### src/rtl/hazard_scoreboard_if.sv
// ID-stage issue bus into the hazard scoreboard; the scoreboard answers with a combinational stall.
// master = ID stage driving the decoded instruction, slave = scoreboard.
interface hazard_scoreboard_if #(
  parameter int REG_NUM_WIDTH = 5,
  parameter int CNT_WIDTH     = 3
);
  logic                     issue_valid;
  logic                     issue_wr_en;
  logic [REG_NUM_WIDTH-1:0] issue_dst;
  logic [CNT_WIDTH-1:0]     issue_lat;
  logic [REG_NUM_WIDTH-1:0] src_a;
  logic [REG_NUM_WIDTH-1:0] src_b;
  logic                     src_a_used;
  logic                     src_b_used;
  logic                     stall;

  modport master (
    output issue_valid, issue_wr_en, issue_dst, issue_lat,
    output src_a, src_b, src_a_used, src_b_used,
    input  stall
  );

  modport slave (
    input  issue_valid, issue_wr_en, issue_dst, issue_lat,
    input  src_a, src_b, src_a_used, src_b_used,
    output stall
  );
endinterface

### src/rtl/hazard_scoreboard.sv
// Per-register countdown scoreboard: stall is combinational from current counts, counts update each edge.
// Freeze holds every count; define SB_STATS_EN to add saturating stall_cycles/issue_count outputs.
module hazard_scoreboard #(
  parameter int REG_NUM_WIDTH = 5,
  parameter int NUM_REGS      = 2 ** REG_NUM_WIDTH,
  parameter int CNT_WIDTH     = 3
`ifdef SB_STATS_EN
  ,
  parameter int STAT_WIDTH    = 16
`endif
) (
  input  logic                  clk,
  input  logic                  rst,
  input  logic                  freeze,
  input  logic                  flush,
  hazard_scoreboard_if.slave    sb,
  output logic [NUM_REGS-1:0]   busy_vec,
  output logic                  any_busy
`ifdef SB_STATS_EN
  ,
  output logic [STAT_WIDTH-1:0] stall_cycles,
  output logic [STAT_WIDTH-1:0] issue_count
`endif
);

  logic [CNT_WIDTH-1:0] cnt [NUM_REGS];
  logic [CNT_WIDTH-1:0] dec [NUM_REGS];
  logic                 src_a_busy;
  logic                 src_b_busy;
  logic                 accept;

  always_comb begin
    for (int i = 0; i < NUM_REGS; i++) begin
      busy_vec[i] = (cnt[i] != '0);
      dec[i]      = (cnt[i] != '0) ? cnt[i] - 1'b1 : '0;
    end
    any_busy = |busy_vec;
  end

  // Old counts only: a producer never stalls on its own destination.
  assign src_a_busy = sb.src_a_used && (sb.src_a != '0) && (cnt[sb.src_a] != '0);
  assign src_b_busy = sb.src_b_used && (sb.src_b != '0) && (cnt[sb.src_b] != '0);
  assign sb.stall   = sb.issue_valid && !flush && (src_a_busy || src_b_busy);

  assign accept = sb.issue_valid && sb.issue_wr_en && !sb.stall && !freeze && !flush
                  && (sb.issue_dst != '0);

  always_ff @(posedge clk) begin
    if (!rst) begin
      for (int i = 0; i < NUM_REGS; i++) cnt[i] <= '0;
    end else if (!freeze) begin
      cnt[0] <= '0;
      // WAW keeps whichever wait is longer.
      for (int i = 1; i < NUM_REGS; i++) begin
        if (accept && (sb.issue_dst == REG_NUM_WIDTH'(i)) && (sb.issue_lat > dec[i]))
          cnt[i] <= sb.issue_lat;
        else
          cnt[i] <= dec[i];
      end
    end
  end

`ifdef SB_STATS_EN
  always_ff @(posedge clk) begin
    if (!rst) begin
      stall_cycles <= '0;
      issue_count  <= '0;
    end else begin
      if (sb.stall && (stall_cycles != '1))
        stall_cycles <= stall_cycles + 1'b1;
      if (sb.issue_valid && !sb.stall && !freeze && !flush && (issue_count != '1))
        issue_count <= issue_count + 1'b1;
    end
  end
`endif

endmodule

### src/flat_wrapper.sv
// flat-port wrapper written by rule: the top's interface ports become plain ports
module hazard_scoreboard_flat 
#(
  parameter int REG_NUM_WIDTH = 5,
  parameter int NUM_REGS      = 2 ** REG_NUM_WIDTH,
  parameter int CNT_WIDTH     = 3

)
  (clk, rst, freeze, flush, busy_vec, any_busy, sb_issue_valid, sb_issue_wr_en, sb_issue_dst, sb_issue_lat, sb_src_a, sb_src_b, sb_src_a_used, sb_src_b_used, sb_stall);
  hazard_scoreboard_if #(.REG_NUM_WIDTH(REG_NUM_WIDTH), .CNT_WIDTH(CNT_WIDTH)) sb_i ();
  input  logic clk;
  input  logic rst;
  input  logic freeze;
  input  logic flush;
  output logic [NUM_REGS-1:0] busy_vec;
  output logic any_busy;
  input wire logic [$bits(sb_i.issue_valid)-1:0] sb_issue_valid;
  input wire logic [$bits(sb_i.issue_wr_en)-1:0] sb_issue_wr_en;
  input wire logic [$bits(sb_i.issue_dst)-1:0] sb_issue_dst;
  input wire logic [$bits(sb_i.issue_lat)-1:0] sb_issue_lat;
  input wire logic [$bits(sb_i.src_a)-1:0] sb_src_a;
  input wire logic [$bits(sb_i.src_b)-1:0] sb_src_b;
  input wire logic [$bits(sb_i.src_a_used)-1:0] sb_src_a_used;
  input wire logic [$bits(sb_i.src_b_used)-1:0] sb_src_b_used;
  output wire logic [$bits(sb_i.stall)-1:0] sb_stall;
  assign sb_i.issue_valid = sb_issue_valid;
  assign sb_i.issue_wr_en = sb_issue_wr_en;
  assign sb_i.issue_dst = sb_issue_dst;
  assign sb_i.issue_lat = sb_issue_lat;
  assign sb_i.src_a = sb_src_a;
  assign sb_i.src_b = sb_src_b;
  assign sb_i.src_a_used = sb_src_a_used;
  assign sb_i.src_b_used = sb_src_b_used;
  assign sb_stall = sb_i.stall;
  hazard_scoreboard #(.REG_NUM_WIDTH(REG_NUM_WIDTH), .NUM_REGS(NUM_REGS), .CNT_WIDTH(CNT_WIDTH)) u_core (.clk(clk), .rst(rst), .freeze(freeze), .flush(flush), .sb(sb_i), .busy_vec(busy_vec), .any_busy(any_busy));
endmodule
### config.mk
export PLATFORM = sky130hd
export DESIGN_NAME = hazard_scoreboard_flat
export DESIGN_NICKNAME = d
export VERILOG_FILES = /design/src/rtl/hazard_scoreboard_if.sv /design/src/rtl/hazard_scoreboard.sv /design/src/flat_wrapper.sv
export SDC_FILE = /design/constraint.sdc
export NUM_CORES = 1
export LEC_CHECK = 0
export ABC_AREA = 1
export BUFFER_PORTS_ARGS = -buffer_cell sky130_fd_sc_hd__buf_4
export CAP_MARGIN = 0
export CORE_MARGIN = 4
export CORE_UTILIZATION = 50
export CTS_BUF_LIST = sky130_fd_sc_hd__clkbuf_8 sky130_fd_sc_hd__clkbuf_16
export DETAILED_ROUTE_END_ITERATION = 16
export PLACE_DENSITY = 0.67
export SLEW_MARGIN = 20
export SYNTH_ARGS = -nofsm -noshare
export SYNTH_HDL_FRONTEND = slang
export SYNTH_SLANG_ARGS = --single-unit
### constraint.sdc
create_clock -name clk -period 6.6 [get_ports clk]
set_clock_uncertainty 0.05 [all_clocks]
set_input_delay 1.32 -clock clk [delete_from_list [all_inputs] [get_ports clk]]
set_output_delay 1.32 -clock clk [all_outputs]
set_load 0.01 [all_outputs]
* Yosys cells after proc, flatten, opt, wreduce, memory -nomap -nowiden
Memories as Yosys holds them, arrays and structs flattened.
Cells that the tools add are included.
** Cells by class
- Add/sub/neg operators :: 31
- Order comparisons :: 31
- Eq/ne operators :: 31
- Muxes and demuxes :: 346
- Bitwise operators :: 63
- Reduce and logical (&&, ||, !) cells :: 115
** Operators by type and width (number)
- $mux W3 :: 94
- $mux W1 :: 252
- $reduce_bool A3 Y1 :: 34
- $gt A3 B3 Y1 :: 31
- $sub A3 B1 Y3 const B :: 31
- $eq A5 B5 Y1 const B :: 16
- $logic_and A1 B1 Y1 :: 73
- $or A1 B1 Y1 :: 63
- $eq A5 B4 Y1 const B :: 8
- $reduce_or A32 Y1 :: 1
- $eq A5 B3 Y1 const B :: 4
- $reduce_bool A5 Y1 :: 3
- $eq A5 B2 Y1 const B :: 2
- $eq A5 B1 Y1 const B :: 1
- $logic_not A1 Y1 :: 3
- $logic_or A1 B1 Y1 :: 1
** Word-level totals
- Register bits after elaboration :: 0
- RAM bits :: 96
- Input port bits :: 26
- Output and inout bits :: 34
- Logic and storage cells :: 618
- Memories kept :: 1
** Memories
- u_core.cnt :: words 32, bits a word 3, read ports 34, clocked after memory_dff 0, wr ports 32, RTL line hazard_scoreboard.sv:26 : logic [CNT_WIDTH-1:0] cnt [NUM_REGS];

* Longest topological paths before layout
- Depth in word-level cells :: 18
- Gate-level depth with buffers :: 19
- Gate-level depth less buffers :: 17

* Worst setup path after synthesis
Ideal clock, no wire load.
- Path type :: input -> register
- Start :: input rst
- End :: memory u_core.cnt[10][0], enable pin
- Library setup time :: 0.883 ns
- Arrival time :: 3.332 ns
- Required time :: 5.667 ns
- Slack :: 2.335 ns
- Stages on the path :: 3
- Path through :: clkbuf_1 -> buf_2 -> nand2_1
** RTL lines
- start, declared :: RTL line flat_wrapper.sv:12 : input logic rst;
- end, declared :: RTL line hazard_scoreboard.sv:26

* Final worst setup path
- Start :: input sb_src_b[1]
- End :: output sb_stall
** On the way
- Word-level cells in the longest chain between the ends :: 5
** RTL lines
- start, declared :: RTL line flat_wrapper.sv:22 : input wire logic [$bits(sb_i.src_b)-1:0] sb_src_b;
- $mem_v2 Z32 W3 or $reduce_bool A5 Y1 (tied branches)
- $reduce_bool A3 Y1 or $logic_and A1 B1 Y1 (tied branches) :: RTL line hazard_scoreboard.sv:42 : assign src_b_busy = sb.src_b_used && (sb.src_b != '0) && (cnt[sb.src_b] != '0);
- $logic_and A1 B1 Y1 (*) :: RTL line hazard_scoreboard.sv:42
- $logic_or A1 B1 Y1 (*) :: RTL line hazard_scoreboard.sv:43 : assign sb.stall = sb.issue_valid && !flush && (src_a_busy || src_b_busy);
- $logic_and A1 B1 Y1 (*) :: RTL line hazard_scoreboard.sv:43
- end, declared :: RTL line flat_wrapper.sv:25 : output wire logic [$bits(sb_i.stall)-1:0] sb_stall;
Mark *: on every way between the ends. The rest lies on a longest branch, timed or not.

==> results.yml <==
place:
  gp_congestion: 0.967
  hpwl_mm: 22.3
  port_buffers: 58
  dp.cells: 1748
  dp_slack_ns: 1.92
power:
  power_leakage_nw: 5.48
  p_clk_share_pct: 26.8
  power_density_mw_per_mm2: 169
  swShare_pct: 37.8
  peakVddDrop_uv: 120
  switching_power_mw: 0.714
  seqPwrFrac_pct: 39.8
  pwr-share-comb_pct: 33.4
  internal-power_mw: 1.17
floorplan:
  die_w_um: 152
  dieArea_mm2: 0.0231
  rows: 52
  dieHeight_um: 152
  ioPinCount: 60
  core_mm2: 0.0203
  start_util_pct: 51.1
worst_setup_path:
  worst-path-buf-inv: 4
  startpoint_type: "input pin"
  path_cells: "buf_4, inv_1, o21ai_0, nand2_1, nand2_1, nand2_1, inv_1, nand2_1, nand3_1, nand3_1, nand3_2, a21boi_0, buf_4"
  arrival_ns: 3.41
  cp_common_cell: "nand2_1"
  reg2reg_slack_ns: 3.28
  cp_max_fo: 23
  r2r_end: "u_core.cnt[17][0]$_DFFE_PP_"
  crit_type: "in -> out"
  timing.rr.start: "u_core.cnt[14][0]$_SDFFCE_PN0P_"
  critPathRequiredTime_ns: 5.23
  critical_path.top_delay_family: "buffers and inverters"
  cp-end-kind: "output port"
  crit_slowest_cell: "inv_1"
  slowest_delay_ns: 0.53
  r2r_cells: 15
cts:
  hold_buffers: 0
  cts_tree: "yes"
  htreeDepth: 3
  cts_buffers: 9
  cts_resized: 0
  cts_root_buf: "clkbuf_16"
  worstSkewPairLatency_ns: 0.36
  clock_path_buffers: 2
  cts_sinks: 93
  postCtsSetupBuffers: 0
  path_clk_slew_ns: 0.08
hold_path:
  hp-start: "u_core.cnt[14][1]$_SDFFCE_PN0P_"
  holdPathStages: 2
  holdPathEnd: "u_core.cnt[14][1]$_SDFFCE_PN0P_"
  hold_path.class: "reg -> reg"
route:
  viasPerCell: 5.58
  routedWlPerCell_um: 17.6
  drc: 0
  drt-total-wl_mm: 31.0
  antenna_left: 0
  vias: 9847
  drt-pass1-iter-count: 5
  drt_iter0_markers: 950
global_routing:
  grt_pass1_wl_mm: 49.6
  grt_start_max_net_pins: 61
  antenna_found_initial: 0
  grt_pass1_vias: 9399
  grt-ovfl-total: 0
  grt.total_usage_pct: 26.5
run:
  cap_viol_max_count: 0
timing:
  setup_viol: 0
  setup_tns_ns: 0
  finalHoldViolations: 0
  min_period_ns: 4.78
  finalWorstSetupSlack_ns: 1.82
  rsz0062_at_grt: "false"
  slew_headroom_pct: 43.1
  slew_violations: 0
  max_freq_mhz: 209
  period_share_pct: 72.4
  worstMarginPinSlew_ns: 0.854
final_layout:
  drive_gt1_share_pct: 7.50
  syn2layout_area_growth_pct: 7.83
  nets: 1670
  largest_reg_flops: 93
  mostFrequentLayoutCell: "nand2_1"
  final_cell_mix: "nand2_1 (337), inv_1 (212), nor2_1 (192)"
  largestRegisters: "u_core.cnt (93)"
  antenna_cells: 0
  instances_no_fill: 1764
  top_register: "u_core.cnt"
synthesis:
  yosysTopAreaCell: "edfxtp_1"
  synth_seq_cells: 93
  ys.warnings.count: 0
  synthTopCellsByArea: "edfxtp_1 (27%), ha_1 (19%), nand2_1 (12%), inv_1 (7.7%), nand3_1 (7.2%)"
  yosys.area.top_type_share_pct: 26.9
  netlist_instances: 1468
  syn-num-nets: 1649
  synthDistinctLibCells: 37
  netlist_area_mm2: 0.0104
  syn_avg_cell_area_um2: 7.07
  ys_seq_area_share_pct: 26.9
outcome:
  status: "finished clean"
## cell usage after synthesis
cell type,n
inv_1,213
nor2_1,192
a311oi_1,8
or4_1,1
edfxtp_1,93
nand2_1,338
a31oi_1,2
a21oi_1,86
or2_2,1
o21ai_1,11
nor3_1,7
nand2_2,1
inv_2,2
ha_1,155
clkbuf_2,1
buf_6,5
nand3_1,150
nor4_1,5
buf_1,5
and3_1,9
a21boi_0,1
buf_4,8
a2111oi_0,1
o211ai_1,1
nand3b_1,5
nand4_1,18
nor2_2,4
o2111ai_1,1
a211oi_1,2
clkbuf_1,23
nand4_4,19
conb_1,1
o21ai_0,79
nand3_4,2
nand3_2,1
and2_1,4
buf_2,13
## power by group through the flow
stage                     sequential [mW]  clock [mW]  combinational, mW
after floorplan                     0.747           0              0.438
after global placement              0.762           0              0.610
after detailed placement            0.763           0              0.625
after CTS                           0.750       0.512              0.629
after global routing                0.757       0.538              0.719
final                               0.752       0.506              0.631
## worst reg2reg max path, delay by kind of cell, from the launching register on
family | cells | cell delay (ns)
buffers and inverters | 1 | 0.56
DFF | 1 | 0.41
and+or+nand+nor | 14 | 2.07
## cell type report
type	instances	area, um2
multi-input combinational	1105	6490
clock inverter	7	43.8
timing repair buffer	65	488
inverter	215	808
sequential	93	2790
clock buffer	9	225
tap	270	338
fill	2022	9110
## worst max path at each step
stage | from | to | slack [ns] | depth (start not counted)
floorplan | rst | u_core.cnt[10][0]$_SDFFCE_PN0P_ | 2.33 | 3
global placement | sb_src_b[1] | sb_stall | 1.95 | 13
detailed placement | sb_src_b[1] | sb_stall | 1.92 | 13
CTS | sb_src_b[1] | sb_stall | 1.91 | 13
global route | sb_src_b[1] | sb_stall | 1.58 | 13
finish | sb_src_b[1] | sb_stall | 1.82 | 13
## layer usage
layer	track usage, %	wire length, um	vias up
met5	0	0	-
met1	35.6	13300	4573
met3	3.47	2370	47
met4	8.90	867	0
li1	-	-	4877
met2	44.2	14500	350
## cells by family (layout without fill, tap and decap cells)
| family | after synthesis | after routing | synth area share, % |
|---|---|---|---|
| AND/OR/NAND/NOR | 757 | 757 | 34.0 |
| buffers and inverters | 270 | 296 | 10.6 |
| AO/OA/AOI/OAI | 192 | 192 | 9.74 |
| adder cells (fa/ha/maj) | 155 | 155 | 18.7 |
| flip-flops | 93 | 93 | 26.9 |
| other | 1 | 1 | 0.0361 |
## per-stage QoR
step	utilization, %	hold WS (ns)	total power, mW	area, um2
after floorplan	-	0.584	1.19	10400
after CTS	55.1	0.653	1.89	11200
final	55.1	0.653	1.89	11200
after detailed placement	53.8	0.640	1.39	10900
after global routing	55.1	0.703	2.01	11200
after global placement	53.8	0.624	1.37	10900
Power figures use the tool's default switching activity.
